**src/rtl/write_back.sv**
```systemverilog
// Write-back stage: 32x64 register file, retire counter and branch redirect/flush sequencer.
// Optional macro WB_BYPASS_EN forwards the committing result straight to the read ports.
module write_back #(
    parameter int unsigned FLUSH_CYCLES = 3
) (
    input  logic        CLK,
    input  logic        RST_N,
    input  logic [4:0]  rd_i,
    input  logic [63:0] res_i,
    input  logic        wb_en_i,
    input  logic        take_branch_i,
    input  logic [63:0] branch_offset_i,
    input  logic [63:0] PC_i,
    input  logic [4:0]  rs1_addr,
    input  logic [4:0]  rs2_addr,
    output logic [63:0] rs1_data,
    output logic [63:0] rs2_data,
    output logic        redirect,
    output logic [63:0] redirect_pc,
    output logic        flush,
    output logic [31:0] retire_cnt
);

    typedef enum logic [1:0] {
        ST_IDLE     = 2'd0,
        ST_REDIRECT = 2'd1,
        ST_FLUSH    = 2'd2
    } state_e;

    // REDIRECT contributes one flush cycle, FLUSH covers the remaining FLUSH_CYCLES-1
    localparam logic [3:0] CNT_INIT = (FLUSH_CYCLES > 1) ? 4'(FLUSH_CYCLES - 2) : 4'd0;

    state_e       state_q, state_d;
    logic [3:0]   cnt_q, cnt_d;
    logic         redirect_q, redirect_d;
    logic         flush_q, flush_d;
    logic [63:0]  rpc_q, rpc_d;
    logic [31:0]  retire_q, retire_d;
    logic [63:0]  regs_q [32];
    logic         commit_s;

    assign commit_s    = wb_en_i && (rd_i != 5'd0) && (state_q == ST_IDLE);
    assign redirect    = redirect_q;
    assign flush       = flush_q;
    assign redirect_pc = rpc_q;
    assign retire_cnt  = retire_q;

    // Next-state logic for the redirect/flush sequencer and retire counter
    always_comb begin
        state_d  = state_q;
        cnt_d    = cnt_q;
        rpc_d    = rpc_q;
        retire_d = retire_q;
        case (state_q)
            ST_IDLE: begin
                if (take_branch_i) begin
                    state_d = ST_REDIRECT;
                    rpc_d   = PC_i + branch_offset_i;
                end else begin
                    state_d = ST_IDLE;
                end
            end
            ST_REDIRECT: begin
                if (FLUSH_CYCLES > 1) begin
                    state_d = ST_FLUSH;
                    cnt_d   = CNT_INIT;
                end else begin
                    state_d = ST_IDLE;
                end
            end
            ST_FLUSH: begin
                if (cnt_q == 4'd0) begin
                    state_d = ST_IDLE;
                end else begin
                    cnt_d = cnt_q - 4'd1;
                end
            end
            default: begin
                state_d = ST_IDLE;
                cnt_d   = 4'd0;
            end
        endcase
        if (commit_s) begin
            retire_d = retire_q + 32'd1;
        end else begin
            retire_d = retire_q;
        end
        redirect_d = (state_d == ST_REDIRECT);
        flush_d    = (state_d != ST_IDLE);
    end

    // Control state registers
    always_ff @(posedge CLK or negedge RST_N) begin
        if (!RST_N) begin
            state_q    <= ST_IDLE;
            cnt_q      <= 4'd0;
            redirect_q <= 1'b0;
            flush_q    <= 1'b0;
            rpc_q      <= 64'd0;
            retire_q   <= 32'd0;
        end else begin
            state_q    <= state_d;
            cnt_q      <= cnt_d;
            redirect_q <= redirect_d;
            flush_q    <= flush_d;
            rpc_q      <= rpc_d;
            retire_q   <= retire_d;
        end
    end

    // Register file storage; x0 is never written
    always_ff @(posedge CLK or negedge RST_N) begin
        if (!RST_N) begin
            for (int i = 0; i < 32; i++) begin
                regs_q[i] <= 64'd0;
            end
        end else if (commit_s) begin
            regs_q[rd_i] <= res_i;
        end
    end

    // Combinational read ports
    always_comb begin
        rs1_data = 64'd0;
        rs2_data = 64'd0;
        if (rs1_addr == 5'd0) begin
            rs1_data = 64'd0;
`ifdef WB_BYPASS_EN
        end else if (commit_s && (rs1_addr == rd_i)) begin
            rs1_data = res_i;
`endif
        end else begin
            rs1_data = regs_q[rs1_addr];
        end
        if (rs2_addr == 5'd0) begin
            rs2_data = 64'd0;
`ifdef WB_BYPASS_EN
        end else if (commit_s && (rs2_addr == rd_i)) begin
            rs2_data = res_i;
`endif
        end else begin
            rs2_data = regs_q[rs2_addr];
        end
    end

endmodule

```
**config.mk**
```make
export PLATFORM = sky130hd
export DESIGN_NAME = write_back
export DESIGN_NICKNAME = d
export VERILOG_FILES = /design/src/rtl/write_back.sv
export SDC_FILE = /design/constraint.sdc
export NUM_CORES = 2
export LEC_CHECK = 0
export ABC_AREA = 0
export CORE_AREA = 2 2 462 464
export DETAILED_ROUTE_END_ITERATION = 7
export DIE_AREA = 0 0 464 466
export PLACE_DENSITY = 0.8
export SLEW_MARGIN = 25
export SYNTH_ARGS = -nofsm -noshare
export SYNTH_HDL_FRONTEND = slang
export SYNTH_SLANG_ARGS = --single-unit
export TNS_END_PERCENT = 100
```
**constraint.sdc**
```tcl
create_clock -name CLK -period 4.31 [get_ports CLK]
set_clock_uncertainty 0.1 [all_clocks]
set_input_delay 1.0775 -clock CLK [delete_from_list [all_inputs] [get_ports CLK]]
set_output_delay 1.0775 -clock CLK [all_outputs]
set_load 0.05 [all_outputs]
```
# Word level (Yosys, flattened, before mapping)
# Index checks and enable logic that the tools add are counted.
# Widths: inputs -> output; s select.
# totals
out_inout_bits	226
input_bits	211
regBits	2152
# op_classes
muxes	16
n_bitwise	4
n_addsub	3
eq_ne	4
magnitude_cmp	4
n_reduce_logical	11
# op_table
cell	n
$bwmux 2048	1
$bmux 64 s5	2
$mux 64	7
$demux 64 s5	1
$add 64x64->64	1
$add 32x1->32 const B	1
$ge 6x6->1 const B	3
$not 5->6	3
$pmux 4 s3	1
$logic_not 5->1	2
$lt 6x1->1 const B	1
$pmux 2 s3	1
$reduce_bool 5->1	1
$eq 2x1->1 const B	2
$logic_not 4->1	1
$mux 4	1
$reduce_and 2->1	2
$sub 4x1->4 const B	1
$logic_and 1x1->1	3
$eq 2x2->1 const B	1
$logic_not 2->1	1
$mux 2	1
$ne 2x2->1 const B	1
$reduce_bool 2->1	1
2 further kinds	2

# Longest topological paths before layout
# logic_depth
word_depth	6
ltp_mapped	11
ltp_nobuf	11

# Worst setup path after synthesis
# OpenSTA, ideal clock, no wires.
# synth_path
path_kind	input port to output port
startpoint	input rs2_addr[0]
endpoint	output rs2_data[10]
path_buffers	3
stages	7
arrival_ns	3.478
slack_ns	-0.345
path_cell_list	clkbuf_1 clkbuf_1 buf_1 mux4_2 mux4_2 mux2i_1 nor2_1
# synth_between
elab_chain_len	5
# synth_lines
item	line	rtl
start, declared	15	input logic [4:0] rs2_addr,
$not 5->6 (implied by the code)	142	rs2_data = regs_q[rs2_addr];
$bmux 64 s5	142	
$mux 64 (implied by the code) (2 in a row)	142	
$mux 64 (*)	135	if (rs2_addr == 5'd0) begin
end, declared	17	output logic [63:0] rs2_data,
# Every way passes the cells marked *; elsewhere a longest branch is shown, timed or not. The select of a mux whose other input is x is not followed.

# Final worst setup path
# layout_path
startpoint	input rs1_addr[0]
endpoint	output rs1_data[11]
# layout_between
elab_chain_len	5
# layout_lines
item	line	rtl
start, declared	14	input logic [4:0] rs1_addr,
$not 5->6 (implied by the code)	133	rs1_data = regs_q[rs1_addr];
$bmux 64 s5	133	
$mux 64 (implied by the code) (2 in a row)	133	
$mux 64 (*)	126	if (rs1_addr == 5'd0) begin
end, declared	16	output logic [63:0] rs1_data,
# Marked as above.

==> results.toml <==
[final_layout]
fin_util = 0.669
final_common_cell = "dfrtp_1"
final_cell_mix = "2,152 x dfrtp_1, 1,987 x mux2_2, 1,280 x mux4_2"
layout.nets = 8337
drive_gt1_frac = 0.588
nFillCells = 13300
synthToLayoutAreaGrowth_pct = 22.5
design_area_sq_um = 141000

[setup_path]
crit_required_ns = 3.13
cp_data_arrival_time_ns = 3.36
crit_type = "input pin to output port"
worst_setup_path_start_kind = "input pin"
end_kind = "output port"
reg2reg_depth = 11
critPathMaxStageDelay_ns = 0.53
crit_chain = "buf_16, buf_16, buf_8, buf_12, mux4_2, mux4_2, mux2i_4, buf_6, nor2_4, buf_6"
cpMaxStageDelayCell = "mux4_2"
critPathMaxFanout = 8

[synth]
syn_inst = 7363
synth_top_family_by_area = "multiplexers"
yosys.area_share.adder = 0.00776
yosysWarnings = 0
ys_seq_area_frac = 0.467
ys.flop_type = "dfrtp_1"
syn_area_sq_um = 115000
synth_top_area_frac = 0.467
ys_types = 64
ys_seq_elements = 2152
yosys-top-cells-area = "dfrtp_1 47%, mux4_2 25%, mux2_2 19%"
synth_top_area_cell = "dfrtp_1"
synth_nets = 7645
synth-edff-count = 0
yosys.area_share.simple = 0.0202
synth_compound_area_frac = 0.0175
synth_area_per_cell_sq_um = 15.7
async_flop_share = 1.00
synth.mux.area_fraction = 0.455
synthXorXnorAreaFrac = 0.00569

[floorplanning]
core_sq_um = 211000
die_w_microns = 464
fp-row-count = 169
io_pins = 437
die_h_microns = 466
dieArea_sq_um = 216000
start_util = 0.546

[clock_tree]
root_buffer = "clkbuf_16"
clock_latency_ns = 0.86
cts_tree = "built"
cts.sinks = 2152
cts_buffers = 219
cts_buffer_depth = 3
htreeDepth = 4
clkTransAtPathRegs_ns = 0.06

[sta]
max_clock_freq_mhz = 220
whs_ns = 0.0466
tightest_slew_ns = 1.13
rsz0062_at_grt = "true"
layout_setup_ws_ns = -0.229
relSlewSlack = 0.246
setup_viol = 114
maxSlewViolCount = 0
min_period_ns = 4.54
hold_viol_final = 0
fin_crit_sh = 1.05

[global_routing]
grt_max_degree = 123
grt_pass1_vias = 80200
antenna_found_initial = 34
grt_pass1_wl_microns = 536000
grt_overflow_total = 0
grt_use_total = 0.332

[run_status]
status = "finished with violations"
failed_checks = "negative setup slack"

[placed_design]
place_area_sq_um = 128000
dp_hpwl_microns = 221000
portBuffers = 436
gp_congestion = 0.925

[power]
vdd_drop_max_v = 0.000541
power_per_cell_area_nw_per_um2 = 518
p_leak_nw = 61.9
power_mw = 73.3

[routing]
drt_wl_total_microns = 368000
dr.pass1.iters = 5
highest-signal-layer = "met5"
wl_per_cell_microns = 33.2
vias = 77500
drtIter0Drc = 9213
vias_per_cell = 7.00
met2_length_microns = 172000
met3_length_microns = 41200
postRouteAntennaNets = 0
route.detailed.drc = 0
wl_met1_microns = 137000

[run]
cap_violations = 0

[worst_hold_path]
min_path_type = "input pin to async pin"
==> sequential cells by signal, indices dropped and copies added, names as in the netlist <==
register	cells
flush	1
state_q	2
redirect	1
regs_q	2048
redirect_pc	64
retire_cnt	32
cnt_q	4
==> path summary, 6_finish.rpt <==
kind                                         to  slack [ns]          from
worst min register to register     regs_q[1992]        0.29  regs_q[1992]
worst min-delay path            redirect_pc[15]        0.05         RST_N
worst max register to register   retire_cnt[28]        0.95    state_q[0]
max in group asynchronous          regs_q[1432]        2.54         RST_N
worst max-delay path               rs1_data[11]       -0.23   rs1_addr[0]
min in group CLK                   regs_q[1992]        0.29  regs_q[1992]
==> report_power, final <==
part	internal (mW)	switching, mW
registers	25.8	4.50
clock network	11.8	8.62
logic	12.7	9.86
==> cells in the mapped netlist, drive strengths merged (13+ instances only) <==
cell	n
ha	70
nor2	229
clkbuf	666
mux4	1280
nand2	140
mux2i	132
o21bai	13
dfrtp	2152
o21ai	100
nand4	29
mux2	1987
inv	24
a21oi	81
a21o	41
buf	133
xor2	30
and3	21
nand3	42
nor3	17
xnor2	45
==> stage by stage <==
stage | instances | setup TNS (ns) | setup slack (ns)
floorplan | 7363 | -2.83 | -0.0350
global placement | 10500 | -31.95 | -0.818
detailed placement | 10500 | -33.40 | -0.778
CTS | 11000 | -11.78 | -0.189
global route | 11100 | -14.40 | -0.253
finish | 11100 | -11.23 | -0.229
==> critical path: cells and delay by family <==
family / cells / cell delay [ns]
muxes: 3 / 1.25
and+or+nand+nor: 1 / 0.04
buffers and inverters: 6 / 0.96
==> kinds of logic (layout without fill, tap and decap cells) <==
family	after synthesis	in the layout
fa+ha+maj	71	71
simple gates	526	526
compound gates	317	317
buf+inv	823	1707
xor+xnor	75	75
mux	3399	3399
flops	2152	2152
other cells	0	17
==> final cells by class <==
class,count,area [sq um],area share
Antenna cell,17,42.5,0.000301
Clock buffer,295,6240,0.0441
Clock inverter,118,1490,0.0106
Inverter,24,90.1,0.000638
Multi-Input combinational cell,4388,59600,0.421
Sequential cell,2152,53900,0.381
Tap cell,2821,3530,0.0250
Timing Repair Buffer,1270,16500,0.117
==> routing by layer <==
| layer | track usage | up-vias |
|---|---|---|
| li1 | - | 30000 |
| met1 | 0.454 | 41500 |
| met2 | 0.507 | 4906 |
| met3 | 0.0924 | 1109 |
| met4 | 0.139 | 34 |
| met5 | 0 | - |
==> what timing repair did <==
action                                 4_1_cts  5_1_grt
setup endpoints to repair                  128      128
endpoints found under the hold margin        0        0
buffers inserted                            79       76
pin swaps                                    9       29
gates resized for setup                    359      273
hold buffers                                 0        0
gates cloned                                42       32
Power figures use the tool's default switching activity.
